<file path="src/rtl/led_pattern_sequencer.sv">
// led_pattern_sequencer: plays a RAM-stored LED pattern of 4/8/12 steps paced by a tick timebase
module led_pattern_sequencer #(
    parameter int ON_TICKS  = 2,
    parameter int GAP_TICKS = 1
) (
    input  logic       clk_1,
    input  logic       reset,
    input  logic       start,
    input  logic [1:0] level,
    input  logic       tick,
    input  logic       abort,
    input  logic [2:0] pat_data,
    output logic [3:0] pat_addr,
    output logic [7:0] led,
    output logic       busy,
    output logic       done
);
    typedef enum logic [2:0] {IDLE, FETCH, SHOW, GAP, DONE} state_t;
    localparam logic [3:0] ON_LAST  = 4'(ON_TICKS - 1);
    localparam logic [3:0] GAP_LAST = 4'(GAP_TICKS - 1);
    state_t state;
    logic [3:0] step, length, tcnt;
    logic fc, last, adv;
    assign last = step == length - 4'd1;
    assign adv  = tick && ((state == SHOW && tcnt == ON_LAST && GAP_TICKS == 0) ||
                           (state == GAP && tcnt == GAP_LAST));
    always_ff @(posedge clk_1 or posedge reset) begin
        if (reset) begin
            state    <= IDLE;
            step     <= '0;
            length   <= '0;
            tcnt     <= '0;
            fc       <= 1'b0;
            pat_addr <= '0;
            led      <= '0;
            busy     <= 1'b0;
            done     <= 1'b0;
        end else begin
            done <= 1'b0;
            if (abort && state != IDLE) begin
                state <= IDLE;
                led   <= '0;
                step  <= '0;
                tcnt  <= '0;
                fc    <= 1'b0;
                busy  <= 1'b0;
            end else if (adv) begin
                tcnt <= '0;
                led  <= '0;
                if (last) begin
                    state <= DONE;
                    done  <= 1'b1;
                end else begin
                    step     <= step + 4'd1;
                    pat_addr <= step + 4'd1;
                    fc       <= 1'b0;
                    state    <= FETCH;
                end
            end else begin
                case (state)
                    IDLE: if (start && level != 2'd0) begin
                        length   <= {level, 2'b00};
                        step     <= '0;
                        pat_addr <= '0;
                        fc       <= 1'b0;
                        busy     <= 1'b1;
                        state    <= FETCH;
                    end
                    FETCH: begin
                        fc <= ~fc;
                        if (fc) begin
                            led   <= 8'b1 << pat_data;
                            tcnt  <= '0;
                            state <= SHOW;
                        end
                    end
                    SHOW: if (tick) begin
                        if (tcnt == ON_LAST) begin
                            led   <= '0;
                            tcnt  <= '0;
                            state <= GAP;
                        end else tcnt <= tcnt + 4'd1;
                    end
                    GAP: if (tick) tcnt <= tcnt + 4'd1;
                    DONE: begin
                        busy  <= 1'b0;
                        state <= IDLE;
                    end
                    default: state <= IDLE;
                endcase
            end
        end
    end
endmodule

</file>
<file path="config.mk">
export PLATFORM = sky130hd
export DESIGN_NAME = led_pattern_sequencer
export DESIGN_NICKNAME = d
export VERILOG_FILES = /design/src/rtl/led_pattern_sequencer.sv
export SDC_FILE = /design/constraint.sdc
export NUM_CORES = 1
export LEC_CHECK = 0
export ABC_CLOCK_PERIOD_IN_PS = 5100
export BUFFER_PORTS_ARGS = -buffer_cell sky130_fd_sc_hd__buf_2
export CAP_MARGIN = 20
export CORE_ASPECT_RATIO = 0.6
export CORE_MARGIN = 5
export CORE_UTILIZATION = 60
export CTS_CLUSTER_DIAMETER = 120
export CTS_CLUSTER_SIZE = 24
export DETAILED_ROUTE_END_ITERATION = 6
export PLACE_DENSITY_LB_ADDON = 0.25
export RECOVER_POWER = 50
export SETUP_SLACK_MARGIN = 0.5
export SLEW_MARGIN = 25
export SYNTH_ARGS = -nofsm -noshare
export SYNTH_HDL_FRONTEND = slang
export SYNTH_SLANG_ARGS = --single-unit
</file>
<file path="constraint.sdc">
create_clock -name clk_1 -period 5.1 [get_ports clk_1]
set_input_delay 0.765 -clock clk_1 [delete_from_list [all_inputs] [get_ports clk_1]]
set_output_delay 0.765 -clock clk_1 [all_outputs]
set_load 0.05 [all_outputs]
</file>
* Word-level counts from Yosys, hierarchy flattened
Index checks and enable logic that the tools add are counted. W data, S select, Z words.
Word-level totals: flip-flop bits (word level) 28, input port bits 10, output and inout port bits 14, word-level logic and storage cells 94
Operators by class: $add $sub $neg 3, equal/unequal tests 16, shift operators 1, multiplexer cells 38, bitwise operators 3, reductions and logical operators 24
Operators by type and width (number):
- $mux W4 | 11
- $mux W8 | 5
- $mux W3 | 7
- $pmux W8 S2 | 1
- $reduce_and A4 Y1 | 4
- $pmux W3 S4 | 1
- $pmux W4 S3 | 1
- $reduce_bool A3 Y1 | 4
- $mux W1 | 10
- $reduce_and A3 Y1 | 3
- $add A4 B1 Y4 const B | 2
- $ne A4 B3 Y1 const B | 2
- $ne A4 B4 Y1 const B | 2
- $reduce_bool A4 Y1 | 2
- $shl A1 B3 Y8 const A | 1
- $eq A3 B2 Y1 const B | 2
- $ne A3 B2 Y1 const B | 2
- $reduce_bool A2 Y1 | 3
- $reduce_and A5 Y1 | 1
- $reduce_bool A5 Y1 | 1
- $eq A4 B1 Y1 const B | 1
- $eq A4 B4 Y1 | 1
- $logic_and A1 B1 Y1 | 4
- $logic_not A4 Y1 | 1
- 10 further kinds | 13

* Longest topological paths before layout
Gate-level depths: netlist (run 1).
word-level depth 6, gate-level depth with buffers 9, depth with buffers taken out 7

* Worst setup path after synthesis (run 1)
Ideal clock, no wire load.
path type input to register, start point in tick, end point reg step[1], library setup time 125 ps, arrival time 1905 ps, data required time 4975 ps, path slack 3070 ps, cell stages on the path 6, buffers on the path 1, cells stage by stage nand4bb_4 -> or3_1 -> buf_6 -> nor3_4 -> a31oi_4 -> mux2_4
Between the ends: word-level cells in the longest chain between the ends 3, elaborated cells between the ends (all ways) 7, those cells by class eq/ne (1); mux (2); reduce/logical (4)
Ends and longest elaborated chain:
- from (decl) | line 10 | input logic tick,
- $logic_and A1 B1 Y1 (*) | line 25 | assign adv = tick && ((state == SHOW && tcnt == ON_LAST && GAP_TICKS == 0) ||
- $ne A3 B2 Y1 (no source line) (tied with other cells)
- $reduce_and A3 Y1 (no source line) / $mux W4 (equally long branches)
- to (signal assigned) | line 54 | step <= step + 4'd1;
- to (decl) | line 22 | logic [3:0] step, length, tcnt;
Mark *: on every way between the ends. The rest lies on a longest branch, timed or not. A chain may end at the register's enable or synchronous reset.

* Worst setup path after layout (run 1)
start point reg state[0], end point reg step[1]
Between the ends: word-level cells in the longest chain between the ends 5, elaborated cells between the ends (all ways) 12, those cells by class eq/ne (2); mux (2); reduce/logical (8)
Ends and longest elaborated chain:
- from (decl) | line 21 | state_t state;
- from (signal assigned) | line 29 | state <= IDLE;
- from (signal assigned) | line 41 | state <= IDLE;
- from (signal assigned) | line 51 | state <= DONE;
- $eq A3 B2 Y1 | line 26 | (state == GAP && tcnt == GAP_LAST));
- $logic_and A1 B1 Y1 | line 26
- $logic_and A1 B1 Y1 | line 25
- $ne A3 B2 Y1 (no source line) (tied with other cells)
- $reduce_and A3 Y1 (no source line) / $mux W4 (equally long branches)
Parallel ways exist; a longest one is shown, timed or not.

==> results.json, run 1 <==
{
  "syn_to_final_growth_pct": 11.5,
  "avgSynthCellArea_um2": 10.3,
  "min_from": "pat_addr[0]$_DFFE_PP0P_",
  "synth.yosys.warnings": 0,
  "clk_path_buf_depth": 2,
  "fin_crit_sh": 0.459,
  "whs_ns": 0.490,
  "hold_buffers": 0,
  "critPathRequiredTime_ns": 5.27,
  "leakage_uw": 0.000824,
  "ir_drop_v": 0.000327,
  "post-place-ws_ns": 2.60,
  "crit_chain": "inv_1 > or3_1 > nor3_4 > a31oi_4 > mux2_4",
  "track_usage": 0.192,
  "root_buffer": "clkbuf_8",
  "rsz0062_at_grt": "false",
  "layout_common_cells": "28 x dfrtp_1, 17 x buf_2, 13 x inv_1, 12 x nor3_1, 12 x nand2_1",
  "wire_per_inst_um": 16.4,
  "clk_pin_slew_ns": 0.10,
  "ys_async_sr_fraction": 1.00,
  "synth_ff_type": "dfrtp_1",
  "antenna_found_initial": 0,
  "fin_area_um2": 1800,
  "drt_iter0_drc": 88,
  "holdCritPathClass": "flop to flop",
  "grt_start_max_net_pins": 29,
  "place_hpwl_mm": 2.57,
  "fin_ws_ns": 2.76,
  "dieArea_um2": 3860,
  "antenna_cells": 0,
  "firstDrtPassIters": 4,
  "syn-instance-count": 157,
  "end_kind": "flop",
  "clock_sinks": 28,
  "final_antenna_net_count": 0,
  "path_buf_inv": 1,
  "place_area_um2": 1730,
  "num_rows": 14,
  "cts_htree_levels": 1,
  "hold_end": "pat_addr[0]$_DFFE_PP0P_",
  "fin_setup_tns_ns": 0,
  "gp_congestion": 0.899,
  "drive_gt1_frac": 0.197,
  "cp_max_fo": 15,
  "final_common_cell": "dfrtp_1",
  "r2r_start": "state[0]$_DFFE_PP0P_",
  "core_area_um2": 2540,
  "r2r_cells": 5,
  "clk-insertion-delay-late_ns": 0.28,
  "path_depth": 5,
  "startpoint_type": "flop",
  "ys_ff_latch": 28,
  "syn_area_um2": 1610,
  "timing.rr.end": "step[1]$_DFFE_PP0P_",
  "cts_made_buffers": 3,
  "grt_pass1_wl_mm": 5.91,
  "initial_core_util": 0.634,
  "crit_path_top_delay_cell": "or3_1",
  "crit_path_max_incr_delay_ns": 0.66,
  "place_inst": 206,
  "slew_headroom": 0.321,
  "hold_viol_final": 0,
  "grt_pass1_vias": 1217,
  "cts_tree": "done",
  "viasPerCell": 6.17,
  "die-width_um": 76.9,
  "cp_top_family": "simple AND/OR/NAND/NOR gates",
  "io_pins": 24,
  "synth-seq-area-share": 0.435,
  "route.detailed.drc": 0,
  "fin_crit_ns": 2.34,
  "synth_nets": 171,
  "worstMarginPinSlew_ns": 1.02,
  "synth_edf_count": 0,
  "fillers": 203,
  "cts_post_setup_buffers_inserted": 0,
  "overflow": 0,
  "p_per_area_nw_per_um2": 489,
  "setup_violations": 0,
  "min_path_cells": 2,
  "max_freq_mhz": 427,
  "die_height_um": 50.1,
  "status": "finished, final reports clean",
  "wl_mm": 3.45,
  "clock_skew_ns": 0.00607,
  "ctsResizeCount": 0,
  "fin_nets": 193,
  "instances_no_fill": 210,
  "io_buffers": 23,
  "rrSetupSlack_ns": 2.76,
  "cap_violations": 0,
  "arrival_ns": 2.52,
  "final_max_slew_viol_count": 0,
  "synth.distinct_cells": 51,
  "num_vias": 1296,
  "crit_type": "flop to flop"
}
-- worst reg2reg max path, delay by kind of cell, from the launching register on --
kind                   cells  cell delay (ns)
buffers and inverters      1             0.21
multiplexers               1             0.34
AND/OR/NAND/NOR            2             0.98
AO/OA/AOI/OAI              1             0.08
flip-flops                 1             0.64
-- how the worst max path moves through the flow --
stage | start | end | slack [ns]
after global placement | tick | step[1]$_DFFE_PP0P_ | 2.68
after detailed placement | tick | step[1]$_DFFE_PP0P_ | 2.60
after floorplan | tick | step[1]$_DFFE_PP0P_ | 3.07
after CTS | state[0]$_DFFE_PP0P_ | step[1]$_DFFE_PP0P_ | 2.78
final | state[0]$_DFFE_PP0P_ | step[1]$_DFFE_PP0P_ | 2.76
after global routing | state[0]$_DFFE_PP0P_ | step[1]$_DFFE_PP0P_ | 2.65
-- synth_stat cells, types with 2 or more instances --
cell	number	share of area
buf_2	3	0.0093
nor2_1	6	0.014
nor3b_1	2	0.0093
o21bai_1	2	0.0093
nor3_1	12	0.037
nand2b_1	2	0.0078
o2bb2ai_1	4	0.022
nand2_1	12	0.028
o21a_1	2	0.0093
ha_1	4	0.031
nand4_1	2	0.0078
a21oi_1	4	0.012
a22o_1	2	0.011
a32o_1	2	0.012
mux2_1	4	0.028
a31oi_1	2	0.0078
dfrtp_1	28	0.43
o21ai_1	4	0.012
nand3_1	5	0.016
o31ai_1	4	0.019
mux2_4	2	0.019
nand3b_1	2	0.0093
xnor2_1	2	0.011
or2_2	2	0.0078
inv_1	13	0.030
mux2_2	2	0.014
a21o_1	4	0.019
-- registers in the layout, summed over array words and instances, names as in the netlist --
name,cells
pat_addr,4
busy,1
led,8
length,2
done,1
tcnt,4
state,3
fc,1
step,4
-- cells by family after synthesis --
group | share of synthesized area
buf+inv | 0.0512
flops | 0.435
mux | 0.0606
compound gates | 0.196
simple gates | 0.210
fa+ha+maj | 0.0311
xor+xnor | 0.0163
-- cell type report --
class | count | area (um2) | area share
multi-input combinational | 110 | 828 | 0.461
tap | 32 | 40.0 | 0.0223
sequential | 28 | 701 | 0.390
timing repair buffer | 23 | 108 | 0.0599
inverter | 13 | 48.8 | 0.0272
clock inverter | 1 | 30.0 | 0.0167
clock buffer | 3 | 41.3 | 0.0230
-- layer usage --
layer	vias to the layer above	wire, um	GRT usage
met5	-	0	0
met4	0	41	0.0523
met3	6	298	0.0625
met2	52	1460	0.287
met1	620	1650	0.268
li1	618	-	-
-- metrics by stage --
step / power, uW / util
4_1_cts: 881 / 0.710
3_3_place_gp: 683 / 0.682
5_1_grt: 932 / 0.707
2_1_floorplan: 621 / -
6_report: 879 / 0.707
3_5_place_dp: 704 / 0.682
-- power by group --
part | internal [uW] | switching [uW]
sequential | 264 | 55.8
combinational | 134 | 250
clock | 105 | 70.9
Power figures use the tool's default switching activity.
==> run 2: changes to the inputs <==
--- a/config.mk
+++ b/config.mk
@@ -5,12 +5,12 @@
 export SDC_FILE = /design/constraint.sdc
 export NUM_CORES = 1
 export LEC_CHECK = 0
-export ABC_CLOCK_PERIOD_IN_PS = 5100
+export ABC_CLOCK_PERIOD_IN_PS = 2400
 export BUFFER_PORTS_ARGS = -buffer_cell sky130_fd_sc_hd__buf_2
 export CAP_MARGIN = 20
 export CORE_ASPECT_RATIO = 0.6
 export CORE_MARGIN = 5
-export CORE_UTILIZATION = 60
+export CORE_UTILIZATION = 56
 export CTS_CLUSTER_DIAMETER = 120
 export CTS_CLUSTER_SIZE = 24
 export DETAILED_ROUTE_END_ITERATION = 6
==> constraint.sdc (replaced) <==
create_clock -name clk_1 -period 2.4 [get_ports clk_1]
set_input_delay 0.36 -clock clk_1 [delete_from_list [all_inputs] [get_ports clk_1]]
set_output_delay 0.36 -clock clk_1 [all_outputs]
set_load 0.05 [all_outputs]
==> run 2 against run 1 <==
Against the previous run:
- largest power group unchanged
- sequential cell count stayed put
- via count is 5.9% higher
- utilization is 0.42 points higher
==> results.json, run 2 (same netlist as run 1, synthesis figures left out) <==
{
  "min_path_cells": 2,
  "r2r_cells": 5,
  "root_buffer": "clkbuf_8",
  "max_freq_mhz": 539,
  "finalPower_uw": 2100,
  "final_common_cell": "dfrtp_1",
  "clk-insertion-delay-late_ns": 0.28,
  "power.internal_uw": 1230,
  "clk_pin_slew_ns": 0.10,
  "end_kind": "flop",
  "antenna_found_initial": 0,
  "cts_htree_levels": 1,
  "final_antenna_net_count": 0,
  "crit_type": "flop to flop",
  "initial_core_util": 0.572,
  "clock_skew_ns": 0.00984,
  "setup_violations": 0,
  "grt_pass1_wl_mm": 5.86,
  "status": "finished, final reports clean",
  "wl_mm": 3.74,
  "gp_congestion": 0.849,
  "critPathRequiredTime_ns": 2.57,
  "p_seq_frac": 0.306,
  "regMostFlops": "led",
  "p_sw_uw": 864,
  "instances_no_fill": 227,
  "hold_viol_final": 0,
  "route.detailed.drc": 0,
  "io_buffers": 23,
  "fin_nets": 208,
  "cts_made_buffers": 3,
  "cts_tree": "done",
  "syn_to_final_growth_pct": 24.3,
  "drt_iter0_drc": 124,
  "cp_max_fo": 4,
  "fin_crit_ns": 1.85,
  "fin_crit_sh": 0.772,
  "final_util": 0.712,
  "place_inst": 212,
  "core_area_um2": 2820,
  "p_sw_frac": 0.412,
  "cap_violations": 0,
  "overflow": 0,
  "grt_start_max_net_pins": 29,
  "slew_headroom": 0.0261,
  "fin_area_um2": 2000,
  "clock_sinks": 28,
  "drive_gt1_frac": 0.347,
  "place_area_um2": 1770,
  "worstMarginPinSlew_ns": 1.46,
  "num_vias": 1373,
  "die-width_um": 79.3,
  "dieArea_um2": 4090,
  "wire_per_inst_um": 16.5,
  "power_frac_clock": 0.178,
  "layout_common_cells": "25 x dfrtp_1, 17 x buf_2, 12 x buf_4, 11 x nor3_1, 11 x inv_1",
  "antenna_cells": 0,
  "startpoint_type": "flop",
  "largest_reg_flops": 8,
  "viasPerCell": 6.05,
  "num_rows": 15,
  "holdCritPathClass": "primary input to flop",
  "rsz0062_at_grt": "true",
  "arrival_ns": 2.02,
  "final_max_slew_viol_count": 0,
  "track_usage": 0.184,
  "firstDrtPassIters": 4,
  "p_comb_frac": 0.516,
  "place_hpwl_mm": 2.49,
  "p_per_area_nw_per_um2": 1050,
  "io_pins": 24,
  "ir_drop_v": 0.000510,
  "leakage_uw": 0.000911,
  "fin_setup_tns_ns": 0,
  "die_height_um": 51.6,
  "grt_pass1_vias": 1207,
  "clk_path_buf_depth": 2
}
run 2: stage by stage:
step	worst slack, ns	hold slack (ns)
4_1_cts	0.477	0.139
3_3_place_gp	0.373	0.430
2_1_floorplan	0.513	0.425
5_1_grt	0.428	0.287
3_5_place_dp	0.332	0.445
6_report	0.546	0.284
run 2: final cells by class:
type | instances | area, um2
clock buffers | 3 | 41.3
clock inverters | 1 | 30.0
repair buffers | 38 | 225
multi-input cells | 110 | 911
inverters | 13 | 48.8
flip-flops and latches | 28 | 704
fillers | 213 | 812
well taps | 34 | 42.5
run 2: layer usage:
layer | routed length, um | up-vias | global-route usage
li1 | - | 648 | -
met1 | 1810 | 658 | 0.276
met2 | 1550 | 56 | 0.261
met3 | 310 | 11 | 0.0554
met4 | 61 | 0 | 0.0371
met5 | 0 | - | 0
run 2: critical path, stage by stage (launching register included):
cell and delay, ns:
dfrtp_2 0.44, buf_4 0.15, or3_4 0.36, or2_4 0.27, a31oi_4 0.21, mux2_4 0.31
run 2: repair_timing:
| action | in CTS | in global routing |
|---|---|---|
| gates cloned | 0 | 0 |
| pin swaps | 5 | 6 |
| gates resized for setup | 7 | 14 |
| setup buffers | 9 | 2 |
| endpoints found under the hold margin | 0 | 0 |
| hold buffers | 0 | 0 |
| setup endpoints to repair | 14 | 16 |
run 2: power by group through the flow:
stage / clock network, uW / registers [uW] / logic, uW
3_5_place_dp: 0 / 658 / 853
3_3_place_gp: 0 / 650 / 839
5_1_grt: 404 / 655 / 1160
4_1_cts: 379 / 638 / 947
6_report: 373 / 642 / 1080
2_1_floorplan: 0 / 782 / 538
run 2: worst paths after layout:
path / to / slack, ns / start
worst max register to register: step[3]$_DFFE_PP0P_ / 0.55 / state[0]$_DFFE_PP0P_
worst max-delay path: step[3]$_DFFE_PP0P_ / 0.55 / state[0]$_DFFE_PP0P_
min in group asynchronous: pat_addr[1]$_DFFE_PP0P_ / 0.55 / reset
max in group asynchronous: state[2]$_DFFE_PP0P_ / 0.88 / reset
worst min register to register: pat_addr[3]$_DFFE_PP0P_ / 0.49 / pat_addr[3]$_DFFE_PP0P_
worst min-delay path: led[6]$_DFFE_PP0P_ / 0.28 / pat_data[0]
